$ cat config.mk
export PLATFORM = sky130hd
export DESIGN_NAME = sbox_rnd_gen_flat
export DESIGN_NICKNAME = d
export VERILOG_FILES = /design/src/rtl/sbox_rnd_gen_if.sv /design/src/rtl/sbox_rnd_gen.sv /design/src/flat_wrapper.sv
export SDC_FILE = /design/constraint.sdc
export NUM_CORES = 1
export LEC_CHECK = 0
export ABC_CLOCK_PERIOD_IN_PS = 4500
export CAP_MARGIN = 30
export CORE_ASPECT_RATIO = 0.7
export CORE_MARGIN = 5
export CORE_UTILIZATION = 40
export DETAILED_ROUTE_END_ITERATION = 6
export PLACE_DENSITY = 0.75
export SLEW_MARGIN = 20
export SYNTH_ARGS = -nofsm -noshare
export SYNTH_HDL_FRONTEND = slang
export SYNTH_SLANG_ARGS = --single-unit
$ cat constraint.sdc
create_clock -name ClkxCI -period 4.5 [get_ports ClkxCI]
set_input_delay 0.9 -clock ClkxCI [delete_from_list [all_inputs] [get_ports ClkxCI]]
set_output_delay 0.9 -clock ClkxCI [all_outputs]
set_load 0.01 [all_outputs]
$ cat src/rtl/sbox_rnd_gen_if.sv
`default_nettype none
// ============================================================================
// Module   : sbox_rnd_gen_if
// Brief    : Seed handshake, control and mask-field bundle of sbox_rnd_gen.
// Revision : 1.0
// ============================================================================
interface sbox_rnd_gen_if #(
  parameter int SHARES     = 2,
  parameter int BLIND_BITS = 8
);
  localparam int ZM_W = 2 * SHARES * (SHARES - 1);
  localparam int ZI_W = SHARES * (SHARES - 1);

  logic [31:0]           SeedxDI;
  logic                  SeedValidxSI;
  logic                  SeedReadyxSO;
  logic                  ReseedxSI;
  logic                  EnxSI;
  logic                  RndValidxSO;
  logic [ZM_W-1:0]       Zmul1xDO;
  logic [ZM_W-1:0]       Zmul2xDO;
  logic [ZM_W-1:0]       Zmul3xDO;
  logic [ZI_W-1:0]       Zinv1xDO;
  logic [ZI_W-1:0]       Zinv2xDO;
  logic [ZI_W-1:0]       Zinv3xDO;
  logic [BLIND_BITS-1:0] BxDO;
  logic                  ErrxSO;

  modport slave (
    input  SeedxDI, SeedValidxSI, ReseedxSI, EnxSI,
    output SeedReadyxSO, RndValidxSO, Zmul1xDO, Zmul2xDO, Zmul3xDO,
           Zinv1xDO, Zinv2xDO, Zinv3xDO, BxDO, ErrxSO
  );

  modport master (
    output SeedxDI, SeedValidxSI, ReseedxSI, EnxSI,
    input  SeedReadyxSO, RndValidxSO, Zmul1xDO, Zmul2xDO, Zmul3xDO,
           Zinv1xDO, Zinv2xDO, Zinv3xDO, BxDO, ErrxSO
  );
endinterface
`default_nettype wire

$ cat src/rtl/sbox_rnd_gen.sv
`default_nettype none
// ============================================================================
// Module   : sbox_rnd_gen
// Brief    : Fresh-mask source for the masked AES S-box: bank of 32-bit Galois
//            LFSR lanes leaping 32 steps per cycle. Optional health monitor is
//            enabled by defining RND_HEALTH_EN.
// Revision : 1.0
// ============================================================================
module sbox_rnd_gen #(
  parameter int SHARES     = 2,
  parameter int BLIND_BITS = 8,
  parameter int WARMUP     = 16
) (
  input  logic          ClkxCI,
  input  logic          RstxRI,
  sbox_rnd_gen_if.slave bus
);
  localparam int ZM_W   = 2 * SHARES * (SHARES - 1);
  localparam int ZI_W   = SHARES * (SHARES - 1);
  localparam int RND_W  = 3 * ZM_W + 3 * ZI_W + BLIND_BITS;
  localparam int LANES  = (RND_W + 31) / 32;
  localparam int CNT_W  = (LANES > 1) ? $clog2(LANES) : 1;
  localparam int WARM_W = (WARMUP > 1) ? $clog2(WARMUP) : 1;
  localparam int OFF_ZM2 = ZM_W;
  localparam int OFF_ZM3 = 2 * ZM_W;
  localparam int OFF_ZI1 = 3 * ZM_W;
  localparam int OFF_ZI2 = 3 * ZM_W + ZI_W;
  localparam int OFF_ZI3 = 3 * ZM_W + 2 * ZI_W;
  localparam int OFF_B   = 3 * ZM_W + 3 * ZI_W;
  localparam logic [31:0] POLY_MASK = 32'h8020_0003;

  typedef enum logic [1:0] {
    ST_UNSEEDED = 2'd0,
    ST_LOAD     = 2'd1,
    ST_WARMUP   = 2'd2,
    ST_RUN      = 2'd3
  } state_e;

  state_e                 state_q, state_d;
  logic [CNT_W-1:0]       cnt_q, cnt_d;
  logic [WARM_W-1:0]      warm_q, warm_d;
  logic [LANES-1:0][31:0] lane_q, lane_d;
  logic                   err_q, err_d;
  logic                   load_en;
  logic                   leap_en;
  logic                   seed_done;
  logic                   health_fail;
  logic [31:0]            seed_fix;
  logic [RND_W-1:0]       rnd;

  // Right-shifting Galois LFSR, 32 steps unrolled.
  function automatic logic [31:0] leap32(input logic [31:0] s);
    logic [31:0] v;
    v = s;
    for (int i = 0; i < 32; i++) begin
      v = (v >> 1) ^ (v[0] ? POLY_MASK : 32'h0);
    end
    return v;
  endfunction

  // A zero seed would lock the lane, so it is replaced by 1.
  assign seed_fix  = (bus.SeedxDI == 32'h0) ? 32'h1 : bus.SeedxDI;
  assign load_en   = (state_q == ST_LOAD) && bus.SeedValidxSI && !bus.ReseedxSI;
  assign leap_en   = !bus.ReseedxSI &&
                     ((state_q == ST_WARMUP) || ((state_q == ST_RUN) && bus.EnxSI));
  assign seed_done = load_en && (cnt_q == CNT_W'(LANES - 1));

  always_comb begin
    lane_d = lane_q;
    for (int l = 0; l < LANES; l++) begin
      if (load_en && (cnt_q == CNT_W'(l))) begin
        lane_d[l] = seed_fix;
      end else if (leap_en) begin
        lane_d[l] = leap32(lane_q[l]);
      end
    end
  end

  always_comb begin
    state_d = state_q;
    cnt_d   = cnt_q;
    warm_d  = warm_q;
    err_d   = err_q;
    case (state_q)
      ST_UNSEEDED: begin
        state_d = ST_LOAD;
        cnt_d   = '0;
      end
      ST_LOAD: begin
        if (seed_done) begin
          state_d = ST_WARMUP;
          cnt_d   = '0;
          warm_d  = '0;
          err_d   = 1'b0;
        end else if (load_en) begin
          cnt_d = cnt_q + CNT_W'(1);
        end
      end
      ST_WARMUP: begin
        warm_d = warm_q + WARM_W'(1);
        if (warm_q == WARM_W'(WARMUP - 1)) begin
          state_d = ST_RUN;
        end
      end
      default: begin
      end
    endcase
    if (bus.ReseedxSI) begin
      state_d = ST_LOAD;
      cnt_d   = '0;
    end
    if (health_fail) begin
      state_d = ST_UNSEEDED;
      err_d   = 1'b1;
    end
  end

`ifdef RND_HEALTH_EN
  logic [LANES-1:0][1:0] rep_q, rep_d;
  logic [LANES-1:0]      lane_bad;

  // Repetition count per lane across leaps; a reload restarts it.
  always_comb begin
    rep_d    = rep_q;
    lane_bad = '0;
    for (int l = 0; l < LANES; l++) begin
      lane_bad[l] = (rep_q[l] >= 2'd2) || (lane_q[l] == 32'h0);
      if (load_en && (cnt_q == CNT_W'(l))) begin
        rep_d[l] = 2'd0;
      end else if (leap_en) begin
        if (lane_d[l] == lane_q[l]) begin
          rep_d[l] = (rep_q[l] == 2'd3) ? 2'd3 : rep_q[l] + 2'd1;
        end else begin
          rep_d[l] = 2'd0;
        end
      end
    end
  end

  assign health_fail = ((state_q == ST_WARMUP) || (state_q == ST_RUN)) && (|lane_bad);

  always_ff @(posedge ClkxCI or posedge RstxRI) begin
    if (RstxRI) begin
      rep_q <= '0;
    end else begin
      rep_q <= rep_d;
    end
  end
`else
  assign health_fail = 1'b0;
`endif

  always_ff @(posedge ClkxCI or posedge RstxRI) begin
    if (RstxRI) begin
      state_q <= ST_UNSEEDED;
      cnt_q   <= '0;
      warm_q  <= '0;
      lane_q  <= '0;
      err_q   <= 1'b0;
    end else begin
      state_q <= state_d;
      cnt_q   <= cnt_d;
      warm_q  <= warm_d;
      lane_q  <= lane_d;
      err_q   <= err_d;
    end
  end

  // Lane 0 occupies the LSBs; fields are packed LSB first.
  assign rnd = RND_W'(lane_q);

  assign bus.SeedReadyxSO = (state_q == ST_LOAD);
  assign bus.RndValidxSO  = (state_q == ST_RUN);
  assign bus.ErrxSO       = err_q;
  assign bus.Zmul1xDO     = rnd[0 +: ZM_W];
  assign bus.Zmul2xDO     = rnd[OFF_ZM2 +: ZM_W];
  assign bus.Zmul3xDO     = rnd[OFF_ZM3 +: ZM_W];
  assign bus.Zinv1xDO     = rnd[OFF_ZI1 +: ZI_W];
  assign bus.Zinv2xDO     = rnd[OFF_ZI2 +: ZI_W];
  assign bus.Zinv3xDO     = rnd[OFF_ZI3 +: ZI_W];
  assign bus.BxDO         = rnd[OFF_B +: BLIND_BITS];
endmodule
`default_nettype wire

$ cat src/flat_wrapper.sv
// flat-port wrapper written by rule: the top's interface ports become plain ports
module sbox_rnd_gen_flat 
#(
  parameter int SHARES     = 2,
  parameter int BLIND_BITS = 8,
  parameter int WARMUP     = 16
)
  (ClkxCI, RstxRI, bus_SeedxDI, bus_SeedValidxSI, bus_ReseedxSI, bus_EnxSI, bus_SeedReadyxSO, bus_RndValidxSO, bus_Zmul1xDO, bus_Zmul2xDO, bus_Zmul3xDO, bus_Zinv1xDO, bus_Zinv2xDO, bus_Zinv3xDO, bus_BxDO, bus_ErrxSO);
  sbox_rnd_gen_if #(.SHARES(SHARES), .BLIND_BITS(BLIND_BITS)) bus_i ();
  input  logic ClkxCI;
  input  logic RstxRI;
  input wire logic [$bits(bus_i.SeedxDI)-1:0] bus_SeedxDI;
  input wire logic [$bits(bus_i.SeedValidxSI)-1:0] bus_SeedValidxSI;
  input wire logic [$bits(bus_i.ReseedxSI)-1:0] bus_ReseedxSI;
  input wire logic [$bits(bus_i.EnxSI)-1:0] bus_EnxSI;
  output wire logic [$bits(bus_i.SeedReadyxSO)-1:0] bus_SeedReadyxSO;
  output wire logic [$bits(bus_i.RndValidxSO)-1:0] bus_RndValidxSO;
  output wire logic [$bits(bus_i.Zmul1xDO)-1:0] bus_Zmul1xDO;
  output wire logic [$bits(bus_i.Zmul2xDO)-1:0] bus_Zmul2xDO;
  output wire logic [$bits(bus_i.Zmul3xDO)-1:0] bus_Zmul3xDO;
  output wire logic [$bits(bus_i.Zinv1xDO)-1:0] bus_Zinv1xDO;
  output wire logic [$bits(bus_i.Zinv2xDO)-1:0] bus_Zinv2xDO;
  output wire logic [$bits(bus_i.Zinv3xDO)-1:0] bus_Zinv3xDO;
  output wire logic [$bits(bus_i.BxDO)-1:0] bus_BxDO;
  output wire logic [$bits(bus_i.ErrxSO)-1:0] bus_ErrxSO;
  assign bus_i.SeedxDI = bus_SeedxDI;
  assign bus_i.SeedValidxSI = bus_SeedValidxSI;
  assign bus_i.ReseedxSI = bus_ReseedxSI;
  assign bus_i.EnxSI = bus_EnxSI;
  assign bus_SeedReadyxSO = bus_i.SeedReadyxSO;
  assign bus_RndValidxSO = bus_i.RndValidxSO;
  assign bus_Zmul1xDO = bus_i.Zmul1xDO;
  assign bus_Zmul2xDO = bus_i.Zmul2xDO;
  assign bus_Zmul3xDO = bus_i.Zmul3xDO;
  assign bus_Zinv1xDO = bus_i.Zinv1xDO;
  assign bus_Zinv2xDO = bus_i.Zinv2xDO;
  assign bus_Zinv3xDO = bus_i.Zinv3xDO;
  assign bus_BxDO = bus_i.BxDO;
  assign bus_ErrxSO = bus_i.ErrxSO;
  sbox_rnd_gen #(.SHARES(SHARES), .BLIND_BITS(BLIND_BITS), .WARMUP(WARMUP)) u_core (.ClkxCI(ClkxCI), .RstxRI(RstxRI), .bus(bus_i));
endmodule
==> results_dict.tcl <==
set metrics [dict create \
    setup_viol 0 \
    worst_pin_slew_ns 0.8081 \
    rows 28 \
    dieHeight_um 87.43 \
    synth_top_family_by_area "XOR/XNOR gates" \
    clock_latency_ns 0.29 \
    synthAdderAreaFrac_pct 2.191 \
    routedWlPerCell_um 17.58 \
    ant_nets 0 \
    critical-path-max-stage-delay_ns 0.60 \
    overflow 0 \
    rsz0062_at_grt "no" \
    relSlewSlack_pct 46.13 \
    cts-root-buf "clkbuf_16" \
    post_cts_buffers 0 \
    yosys.area_share.xor_xnor_pct 37.76 \
    clock_path_buffers 2 \
    end_kind "flip-flop" \
    synth-seq-cells 39 \
    drv_cap 0 \
    tritoncts "built" \
    cts_sinks 39 \
    wl_mm 8.931 \
    period_share_pct 84.06 \
    route.vias.total 2682 \
    nets 445 \
    seqCellArea_um2 975.9 \
    crit_slowest_cell "xnor3_2" \
    via_per_inst 5.280 \
    hpwl_mm 6.840 \
    die_area_um2 10540 \
    hold_viol 0 \
    reg2reg_to "u_core.lane_q[1]$_DFFE_PP0P_" \
    path_class "flip-flop to flip-flop" \
    diodes 0 \
    drive_gt1_share_pct 5.707 \
    postCtsHoldBufs 0 \
    syn_area_um2 3426 \
    ios 66 \
    synthTopCellsByArea "dfrtp_1 (28%), xnor2_1 (18%), xor2_1 (7.4%), buf_4 (6.1%), xnor3_1 (5.3%)" \
    seq_area_frac_synth_pct 28.49 \
    reg2reg_depth 8 \
    ys_types 39 \
    r2r_setup_slack_ns 0.72 \
    initial_core_util_pct 40.74 \
    start_kind "flip-flop" \
    tns_ns 0 \
    ys.warnings.count 0 \
    min_from "u_core.cnt_q$_DFFE_PP0P_" \
    drt_pass1_iterations 4 \
    outcome "completed" \
    first_global_vias 2733 \
    syn_area_per_cell_um2 9.160 \
    yosys.area_share.simple_pct 12.20 \
    synth_compound_area_share_pct 9.386 \
    synth_top_area_share_pct 28.49 \
    drtIter0Drc 166 \
    min_to "u_core.cnt_q$_DFFE_PP0P_" \
    cts_resized 0 \
    multi_input_area_um2 2147 \
    grt_use_total_pct 17.35 \
    fillCellCount 794 \
    drc 0 \
    cts_buffers 5 \
    grt_pass1_wl_mm 14.30 \
    slew_violations 0 \
    place.gp.congestion 0.8832 \
    path_max_fanout 7 \
    arrival_ns 3.95 \
    post-route-min-period_ns 3.783 \
    crit_chain "xnor3_2, xor3_2, xnor3_2, xnor3_2, xnor3_1, xnor3_2, mux2i_1, nand3_1" \
    synth.net_count 417 \
    grt_max_degree 46 \
    crit_path_frequent_cell "xnor3_2" \
    synthCells 374 \
    cts-htree-levels 2 \
    fmax_mhz 264.4 \
    io_buffers 64 \
    required_ns 4.66 \
    muxShareOfSynthArea_pct 0.8766 \
    synth_top_cell_by_area "dfrtp_1" \
    min_path_type "flip-flop to flip-flop" \
    syn_to_final_growth_pct 20.53 \
    skew_ns 0.005547 \
    path_clk_slew_ns 0.06 \
    crit_start "u_core.lane_q[0]$_DFFE_PP0P_" \
    antenna_found_initial 0 \
    timing.rr.start "u_core.lane_q[0]$_DFFE_PP0P_" \
    core_area_um2 8408 \
    post-route-util_pct 49.11 \
    hold-path-cell-count 1 \
    die_x_um 120.6 \
]
-- critical path: cells and delay by family, from the launching register on --
kind / cells / cell delay (ns)
simple gates: 1 / 0.11
mux: 1 / 0.21
flops: 1 / 0.52
xor+xnor: 6 / 2.81
-- cells by family after synthesis --
kind of cell	Yosys count
xor gates and xnor gates	118
other	1
AOI/OAI and AO/OA	59
adders and majority gates	6
muxes	3
buffers and inverters	51
and+or+nand+nor	97
DFF	39
-- flip-flops by register name, summed over array words and instances, names as in the netlist --
| register | cells |
|---|---|
| u_core.cnt_q | 1 |
| u_core.lane_q | 32 |
| u_core.state_q | 2 |
| u_core.warm_q | 4 |
-- cells in the mapped netlist --
cell / number
and3_1: 3
or2_2: 1
nand3_1: 5
buf_2: 3
xor3_1: 1
xnor2_2: 2
a21o_1: 1
xnor3_2: 4
xnor3_1: 8
nand2_1: 29
dfrtp_1: 39
xor2_2: 1
ha_1: 6
buf_6: 1
a21oi_1: 29
nor2_1: 42
nor3_1: 4
o21ai_1: 1
buf_4: 28
mux2i_1: 3
o21ai_0: 19
xor3_4: 1
a31oi_1: 4
a22o_1: 2
xor2_1: 29
nand4_1: 2
conb_1: 1
o31ai_1: 1
clkbuf_1: 10
a32o_1: 1
xor3_2: 1
nand2b_1: 1
xnor3_4: 1
inv_1: 5
buf_1: 4
or3_1: 2
xnor2_1: 70
a221oi_1: 1
nor4_1: 8
-- layout make-up --
type | instances | area share (%)
multi-input cells | 284 | 52.00
flip-flops and latches | 39 | 23.64
repair buffers | 67 | 16.55
well taps | 105 | 3.182
clock buffers | 5 | 3.030
clock inverters | 3 | 1.152
inverters | 5 | 0.4545
-- routing by layer --
| layer | up-vias | routed length (um) | track usage, % |
|---|---|---|---|
| met1 | 1310 | 4022 | 24.11 |
| met3 | 9 | 730 | 4.026 |
| met4 | 0 | 89 | 3.395 |
| met5 | - | 0 | 0 |
| li1 | 1260 | - | - |
| met2 | 103 | 4089 | 27.93 |
-- how the worst max path moves through the flow --
stage,end,cells past startpoint
detailed placement,u_core.lane_q[1]$_DFFE_PP0P_,8
floorplan,u_core.lane_q[1]$_DFFE_PP0P_,9
CTS,u_core.lane_q[1]$_DFFE_PP0P_,8
global route,u_core.lane_q[1]$_DFFE_PP0P_,8
global placement,u_core.lane_q[1]$_DFFE_PP0P_,8
finish,u_core.lane_q[1]$_DFFE_PP0P_,8
-- per-stage QoR --
step	hold WS, ns	instance area, um2	setup slack (ns)	instances
after CTS	0.5150	4129	0.7192	508
after global routing	0.5328	4129	0.6099	508
after global placement	0.4907	3929	0.8931	499
final	0.5233	4129	0.7174	508
after floorplan	0.4670	3426	1.087	374
after detailed placement	0.4966	3956	0.7639	500
-- cell usage in the layout, fill, tap and decap left out, drive strengths merged, types with 5 or more instances in the layout --
cell type and n:
xnor2 72, nor2 42, xor2 30, a21oi 29, inv 6, dfrtp 39, nand2 29, o21ai 20
nor4 8, clkbuf 5, clkdlybuf4s50 64, ha 6, nand3 5, xnor3 13
Power is not shown: default switching activity piles up to over one toggle a cycle in this logic, so the estimate is an artifact.
==> edit, RTL diff (same settings) <==
The option `RND_HEALTH_EN` is turned on by a define.
--- a/src/rtl/sbox_rnd_gen.sv
+++ b/src/rtl/sbox_rnd_gen.sv
@@ -6,6 +6,8 @@
 //            enabled by defining RND_HEALTH_EN.
 // Revision : 1.0
 // ============================================================================
+`define RND_HEALTH_EN
+
 module sbox_rnd_gen #(
   parameter int SHARES     = 2,
   parameter int BLIND_BITS = 8,
Check against the original RTL: same outputs for any inputs over 4 cycles, from zero or initial values and one cycle with RstxRI high; that may be too few to reach the edited logic, so the function may still have changed.
==> edit against the unedited design <==
- sequential cell count is 3 higher
- sequential share of layout area is 4.8 points lower
- wire length is 70% higher
- utilization is 0.74 points lower
- critical endpoint is now u_core.rep_q[1]
- synthesized area is 36% higher
- via count is 52% higher
- cell area is 35% higher
- setup slack worse by 0.46 ns
- global-route usage is 4.4 points higher
Power is not shown: default switching activity piles up to over one toggle a cycle in this logic, so the estimate is an artifact.
==> edit: results (changes against the unedited design) <==
* Result of the run: completed
* WHS at 0.503 ns (-0.0208 ns)
* Number of combinational gates with multiple inputs at 408 (+44%)
* # port buffers at 65 (+1.6%)
* Count of flip-flops and latches at 42 (+7.7%)
* Drt via density at 5.67 (+7.4%)
* Pin count of the biggest net entering global routing at 43 (-6.5%)
* Register fraction of the total cell area at 18.8% (-4.8 points)
* Die area at 14000 sq um (+33%)
* Share of layout cells above drive strength 1 at 10.7% (+4.9 points)
* Terminating pin of the worst hold path: u_core.bus.ErrxSO
* Biggest registers after layout: u_core.lane_q x32, u_core.warm_q x4
* Slew @ Worst Pin at 0.650 ns (-0.159 ns)
* Setup Skew at 0.00615 ns (+0.000602 ns)
* Wire length of the first global-routing pass at 23300 um (+63%)
* Logic inverters at 14 (+9)
* Area of the multi-input gates at 3280 sq um (+53%)
* Hold Path Origin: u_core.bus.ErrxSO
* Pre-Repair DR Iteration Count at 5 (+1)
* Slowest stage cell on the critical path: xnor3_1
* Arrival time at the worst endpoint at 4.48 ns (+0.53 ns)
* Largest stage delay on the critical path at 0.58 ns (-0.02 ns)
* Number of global-route vias before repair at 3947 (+44%)
* Total instance count after detailed placement at 712 (+42%)
* Synth unique cells at 65 (+67%)
* Detailed placement HPWL at 12000 um (+75%)
* Worst path setup slack after routing at 0.257 ns (-0.460 ns)
* Post-detailed-placement cell area at 5420 sq um (+37%)
* Total wirelength of the detailed-routed design at 15200 um (+70%)
* Number of clock buffers in the layout at 6 (+1)
* Sequential cell area fraction in the yosys report at 22.5% (-6.0 points)
* Syn_nets at 564 (+35%)
* Count of plain and timing-repair buffers at 91 (+36%)
* Worst setup path startpoint: u_core.lane_q[4]
* Antenna diode instance count at 1 (+1)
* Worst setup timing slack at the placement stage at 0.117 ns (-0.647 ns)
[edit: changes by cell type after synthesis, sizes merged, moves of 4 or more]
cell	before	now
nand3	5	13
nand2	29	56
xnor2	72	79
clkbuf	10	26
buf	36	30
nor2	42	30
inv	5	14
nand4	2	7
nor4	8	18
nor3	4	8
o21ai	20	42
xnor3	13	23
[edit: cell families after synthesis]
logic type                 synth area share [%]
xor gates and xnor gates                   36.8
buffers and inverters                      7.76
muxes                                      1.31
and+or+nand+nor                            15.8
adders and majority gates                  1.87
DFF                                        22.5
AOI/OAI and AO/OA                          14.0
[edit: repair_timing]
action	in CTS	in global routing
endpoints found under the setup margin	0	1
hold endpoints to repair	0	0
gates resized for setup	0	1
[edit: layer usage]
metal / vias to the layer above / part of all wire [%] / GRT usage (%)
li1: 1872 / - / -
met4: 0 / 1.2 / 3.98
met5: - / 0 / 0
met3: 26 / 11 / 7.67
met2: 256 / 40 / 30.7
met1: 1933 / 47 / 32.2
